**config.mk**
```make
export PLATFORM = sky130hd
export DESIGN_NAME = if_id_queue_flat
export DESIGN_NICKNAME = d
export VERILOG_FILES = /design/src/rtl/if_id_queue_if.sv /design/src/rtl/if_id_queue.sv /design/src/flat_wrapper.sv
export SDC_FILE = /design/constraint.sdc
export NUM_CORES = 1
export LEC_CHECK = 0
export CAP_MARGIN = 15
export CORE_MARGIN = 5
export CORE_UTILIZATION = 48
export CTS_CLUSTER_DIAMETER = 50
export CTS_CLUSTER_SIZE = 20
export DETAILED_ROUTE_END_ITERATION = 16
export PLACE_DENSITY_LB_ADDON = 0.12
export SYNTH_ARGS = -nofsm -noshare
export SYNTH_HDL_FRONTEND = slang
export SYNTH_SLANG_ARGS = --single-unit
```
**constraint.sdc**
```tcl
create_clock -name clk -period 2.9 [get_ports clk]
set_input_delay 0.58 -clock clk [delete_from_list [all_inputs] [get_ports clk]]
set_output_delay 0.58 -clock clk [all_outputs]
set_load 0.05 [all_outputs]
```
**src/rtl/if_id_queue_if.sv**
```systemverilog
// Fetch/decode/execute side signals of the IF/ID instruction queue.
// slave: the queue itself; master: the surrounding pipeline (or a bench).
interface if_id_queue_if #(
  parameter int CNT_W = 16
);
  logic [31:0]      if_pc;
  logic [31:0]      if_instr;
  logic [31:0]      if_b_addr;
  logic             stall;
  logic             PC_Src;
  logic [29:0]      Target_PC_Addr;
  logic             ex_redirect;
  logic [29:0]      ex_target;
  logic             id_valid;
  logic             id_ready;
  logic [31:0]      id_pc;
  logic [31:0]      id_instr;
  logic [31:0]      id_b_addr;
  logic [CNT_W-1:0] redirect_cnt;

  modport slave (
    input  if_pc, if_instr, if_b_addr, ex_redirect, ex_target, id_ready,
    output stall, PC_Src, Target_PC_Addr, id_valid, id_pc, id_instr,
           id_b_addr, redirect_cnt
  );

  modport master (
    output if_pc, if_instr, if_b_addr, ex_redirect, ex_target, id_ready,
    input  stall, PC_Src, Target_PC_Addr, id_valid, id_pc, id_instr,
           id_b_addr, redirect_cnt
  );
endinterface

```
**src/rtl/if_id_queue.sv**
```systemverilog
// IF/ID instruction queue: circular buffer of {pc, instr, b_addr} between
// fetch and decode, fetch stall on full, and execute-redirect flush/forward.
module if_id_queue #(
  parameter int DEPTH = 4,
  parameter int CNT_W = 16
) (
  input  logic          clk,
  input  logic          rst,
  if_id_queue_if.slave  bus
);
  localparam int            PW       = $clog2(DEPTH);
  localparam logic [PW:0]   CNT_FULL = (PW+1)'(DEPTH);

  logic [31:0]      mem_pc    [DEPTH];
  logic [31:0]      mem_instr [DEPTH];
  logic [31:0]      mem_b     [DEPTH];
  logic [PW-1:0]    head;
  logic [PW-1:0]    tail;
  logic [PW:0]      count;
  logic [CNT_W-1:0] redirect_cnt;
  logic             full;
  logic             stall;
  logic             id_valid;
  logic             push;
  logic             pop;

  // Handshake, stall and redirect pass-through; redirect overrides everything
  // so fetch always loads the target and decode never sees a wrong-path word.
  always_comb begin
    full     = (count == CNT_FULL);
    stall    = full && !bus.id_ready && !bus.ex_redirect;
    id_valid = (count != '0) && !bus.ex_redirect;
    pop      = id_valid && bus.id_ready;
    push     = rst && !bus.ex_redirect && !stall;
  end

  assign bus.stall          = stall;
  assign bus.id_valid       = id_valid;
  assign bus.PC_Src         = bus.ex_redirect;
  assign bus.Target_PC_Addr = bus.ex_target;
  assign bus.id_pc          = mem_pc[head];
  assign bus.id_instr       = mem_instr[head];
  assign bus.id_b_addr      = mem_b[head];
  assign bus.redirect_cnt   = redirect_cnt;

  // Pointer and occupancy update; a redirect flushes the whole queue.
  always_ff @(posedge clk or negedge rst) begin
    if (!rst) begin
      head  <= '0;
      tail  <= '0;
      count <= '0;
    end else if (bus.ex_redirect) begin
      head  <= '0;
      tail  <= '0;
      count <= '0;
    end else begin
      if (push) tail <= tail + 1'b1;
      if (pop)  head <= head + 1'b1;
      if (push && !pop)      count <= count + 1'b1;
      else if (pop && !push) count <= count - 1'b1;
    end
  end

  // Entry storage; written at tail on push. When full with a pop, tail equals
  // head but the head word is read combinationally before this edge.
  always_ff @(posedge clk or negedge rst) begin
    if (!rst) begin
      for (int i = 0; i < DEPTH; i++) begin
        mem_pc[i]    <= '0;
        mem_instr[i] <= '0;
        mem_b[i]     <= '0;
      end
    end else if (push) begin
      mem_pc[tail]    <= bus.if_pc;
      mem_instr[tail] <= bus.if_instr;
      mem_b[tail]     <= bus.if_b_addr;
    end
  end

  // Saturating count of clock cycles spent in redirect.
  always_ff @(posedge clk or negedge rst) begin
    if (!rst)
      redirect_cnt <= '0;
    else if (bus.ex_redirect && (redirect_cnt != '1))
      redirect_cnt <= redirect_cnt + 1'b1;
  end
endmodule

```
**src/flat_wrapper.sv**
```systemverilog
// flat-port wrapper written by rule: the top's interface ports become plain ports
module if_id_queue_flat 
#(
  parameter int DEPTH = 4,
  parameter int CNT_W = 16
)
  (clk, rst, bus_if_pc, bus_if_instr, bus_if_b_addr, bus_ex_redirect, bus_ex_target, bus_id_ready, bus_stall, bus_PC_Src, bus_Target_PC_Addr, bus_id_valid, bus_id_pc, bus_id_instr, bus_id_b_addr, bus_redirect_cnt);
  if_id_queue_if #(.CNT_W(CNT_W)) bus_i ();
  input  logic clk;
  input  logic rst;
  input wire logic [$bits(bus_i.if_pc)-1:0] bus_if_pc;
  input wire logic [$bits(bus_i.if_instr)-1:0] bus_if_instr;
  input wire logic [$bits(bus_i.if_b_addr)-1:0] bus_if_b_addr;
  input wire logic [$bits(bus_i.ex_redirect)-1:0] bus_ex_redirect;
  input wire logic [$bits(bus_i.ex_target)-1:0] bus_ex_target;
  input wire logic [$bits(bus_i.id_ready)-1:0] bus_id_ready;
  output wire logic [$bits(bus_i.stall)-1:0] bus_stall;
  output wire logic [$bits(bus_i.PC_Src)-1:0] bus_PC_Src;
  output wire logic [$bits(bus_i.Target_PC_Addr)-1:0] bus_Target_PC_Addr;
  output wire logic [$bits(bus_i.id_valid)-1:0] bus_id_valid;
  output wire logic [$bits(bus_i.id_pc)-1:0] bus_id_pc;
  output wire logic [$bits(bus_i.id_instr)-1:0] bus_id_instr;
  output wire logic [$bits(bus_i.id_b_addr)-1:0] bus_id_b_addr;
  output wire logic [$bits(bus_i.redirect_cnt)-1:0] bus_redirect_cnt;
  assign bus_i.if_pc = bus_if_pc;
  assign bus_i.if_instr = bus_if_instr;
  assign bus_i.if_b_addr = bus_if_b_addr;
  assign bus_i.ex_redirect = bus_ex_redirect;
  assign bus_i.ex_target = bus_ex_target;
  assign bus_i.id_ready = bus_id_ready;
  assign bus_stall = bus_i.stall;
  assign bus_PC_Src = bus_i.PC_Src;
  assign bus_Target_PC_Addr = bus_i.Target_PC_Addr;
  assign bus_id_valid = bus_i.id_valid;
  assign bus_id_pc = bus_i.id_pc;
  assign bus_id_instr = bus_i.id_instr;
  assign bus_id_b_addr = bus_i.id_b_addr;
  assign bus_redirect_cnt = bus_i.redirect_cnt;
  if_id_queue #(.DEPTH(DEPTH), .CNT_W(CNT_W)) u_core (.clk(clk), .rst(rst), .bus(bus_i));
endmodule
```
==> results.yml <==
layout:
  layout-drive-gt1-share_pct: 41.3
  layout_common_cells: "dfrtp_1, mux2_2, mux2_1"
  nets: 1439
  fin_area_sq_um: 22000
  final_common_cell: "dfrtp_1"
  area_growth_pct: 21.8
setup_path:
  required_ns: 2.32
  worstRegToRegCells: 8
  cp.arrival_ns: 2.18
  end_kind: "primary output"
  crit_path_start_kind: "register"
  worstSetupPathType: "reg -> out"
  cp_max_fo: 42
yosys:
  ys_types: 41
  syn_inst: 1095
  netlist.area_leader.share_pct: 56.4
  ys.flop_type: "dfrtp_1"
  synth.largest_area_cell: "dfrtp_1"
  synth_edf_count: 0
  postSynthAreaPerCell_sq_um: 16.5
  syn_nets: 1231
  seq_area_frac_synth_pct: 56.4
  synthesis.area_sq_um: 18100
  synthArstFlopShare_pct: 100
  ys_ff_latch: 407
  yosys_warnings: 0
  yosys-top-cells-area: "dfrtp_1, mux2_2, mux4_2"
place:
  preCtsSetupSlack_ns: -0.111
  hpwl_um: 24500
  placed_area_sq_um: 20500
  io_buffer_count: 214
  place.gp.congestion: 0.760
routing:
  drt_iter0_drc: 414
  totalWireLength_um: 38100
  drt_pass1_iterations: 6
  drt-wirelength-per-cell_um: 20.6
  remaining_drc_errors: 0
  drtAntennaViolNets: 0
  vias: 10094
  via_per_inst: 5.46
power_and_ir_drop:
  ir_drop_mv: 0.704
  power.leakage_nw: 9.72
  power_density_nw_per_um2: 1180
die:
  io_pins: 275
  fp.dieW_um: 204
  initial_core_util_pct: 48.3
  fp.dieArea_sq_um: 41600
  rows: 71
  core-area_sq_um: 37400
  chipHeight_um: 204
grt:
  grtUsageTotal_pct: 18.6
  grt.overflow.total: 0
  first_global_vias: 11250
  antenna_found_initial: 3
  grt_max_degree: 147
  grt_pass1_wl_um: 62100
timing:
  slew_viol_final: 0
  rsz0062_at_grt: "false"
  worst_pin_slew_ns: 0.885
  setup_ws_ns: 0.144
  fin_crit_ns: 2.76
  slew_headroom_pct: 41.0
  fmax_ghz: 0.363
  period_share_pct: 95.0
  setup_viol: 0
  fin_skew_ns: 0.0236
  hold_viol: 0
clock_tree:
  htree_levels: 2
  numCtsBuffers: 44
  post_cts_resized: 0
  cts.path.max_buffers: 3
  cts_num_sinks: 407
  cts_tree: "done"
  clk_pin_slew_ns: 0.06
  cts_root_buffer: "clkbuf_16"
  clock_latency_ns: 0.55
worst_hold_path:
  hold_class: "reg -> reg"
  holdPathStages: 1
run:
  cap_violations: 0
outcome:
  run_status: "completed"
==> final timing paths <==
kind	from	to	slack, ns
worst max-delay path	u_core.head[1]	bus_id_pc[13]	0.14
worst min-delay path	u_core.mem_instr[46]	u_core.mem_instr[46]	0.49
worst max register to register	u_core.count[0]	u_core.count[2]	0.41
worst min register to register	u_core.mem_instr[46]	u_core.mem_instr[46]	0.49
max in group asynchronous	rst	u_core.bus.redirect_cnt[6]	0.58
min in group asynchronous	rst	u_core.mem_pc[13]	0.50
==> per-layer routing <==
layer	vias up	track usage [%]	share of wire (%)	routed length, um
met1	5374	25.0	43	16500
met5	-	0	0.034	13
met2	204	30.9	49	18700
li1	4455	-	-	-
met3	59	4.82	5.6	2140
met4	2	4.26	1.9	740
==> kinds of logic (layout without fill, tap and decap cells) <==
family	Yosys count	in the layout	share of synthesized area [%]
other	0	1	0
AND/OR/NAND/NOR	68	68	2.04
flip-flops	407	407	56.4
adder cells (fa/ha/maj)	6	6	0.457
AO/OA/AOI/OAI	14	14	0.485
buffers and inverters	101	344	3.69
XOR/XNOR	16	16	0.776
multiplexers	483	483	36.1
==> where the power goes <==
part / leakage (nW) / internal (W) / switching (W)
Sequential: 5.10 / 0.00801 / 0.00117
Clock: 0.702 / 0.00310 / 0.00242
Combinational: 3.92 / 0.00483 / 0.00635
Total: 9.72 / 0.0159 / 0.00995
==> Yosys cell counts (all sizes together), types with 2 or more instances <==
cell    number
nor2        18
nor4         2
a21oi        4
mux2       387
nor3         6
inv          5
xor2         5
nand4        6
buf         83
o21ai        3
mux4        96
nand3b       2
dfrtp      407
ha           5
nand2       13
nor3b        2
clkbuf      13
xnor2       11
and3         3
or2          2
nand3        8
==> sequential cells by signal, indices dropped and copies added, names as in the netlist <==
signal                   flops
u_core.mem_b               128
u_core.mem_instr           128
u_core.mem_pc              128
u_core.bus.redirect_cnt     16
u_core.count                 3
u_core.head                  2
u_core.tail                  2
==> stage by stage <==
step           utilization [%]  hold slack [ns]  power [W]  setup TNS (ns)  std cells
2_1_floorplan                -            0.284     0.0173               0       1095
3_3_place_gp              54.9            0.387     0.0204          -0.103       1767
3_5_place_dp              54.9            0.387     0.0206          -0.111       1767
4_1_cts                   58.8            0.467     0.0262               0       1849
5_1_grt                   58.8            0.473     0.0273               0       1850
6_report                  58.8            0.486     0.0259               0       1850
==> cell type report <==
type	count	area, sq um
fillers	2946	15400
flip-flops and latches	407	10200
clock buffers	53	1190
well taps	511	639
diodes	1	2.50
multi-input cells	587	7220
clock inverters	28	258
repair buffers	258	2470
inverters	5	18.8
==> critical path, stage by stage (launching register included) <==
cell	delay (ns)
dfrtp_4	0.67
buf_12	0.34
mux4_2	0.38
buf_4	0.21
==> repair_timing <==
item                      CTS  global route
setup buffers               0             0
hold endpoints to repair    3             0
hold buffers                1             0
(Power assumes the default switching activity.)
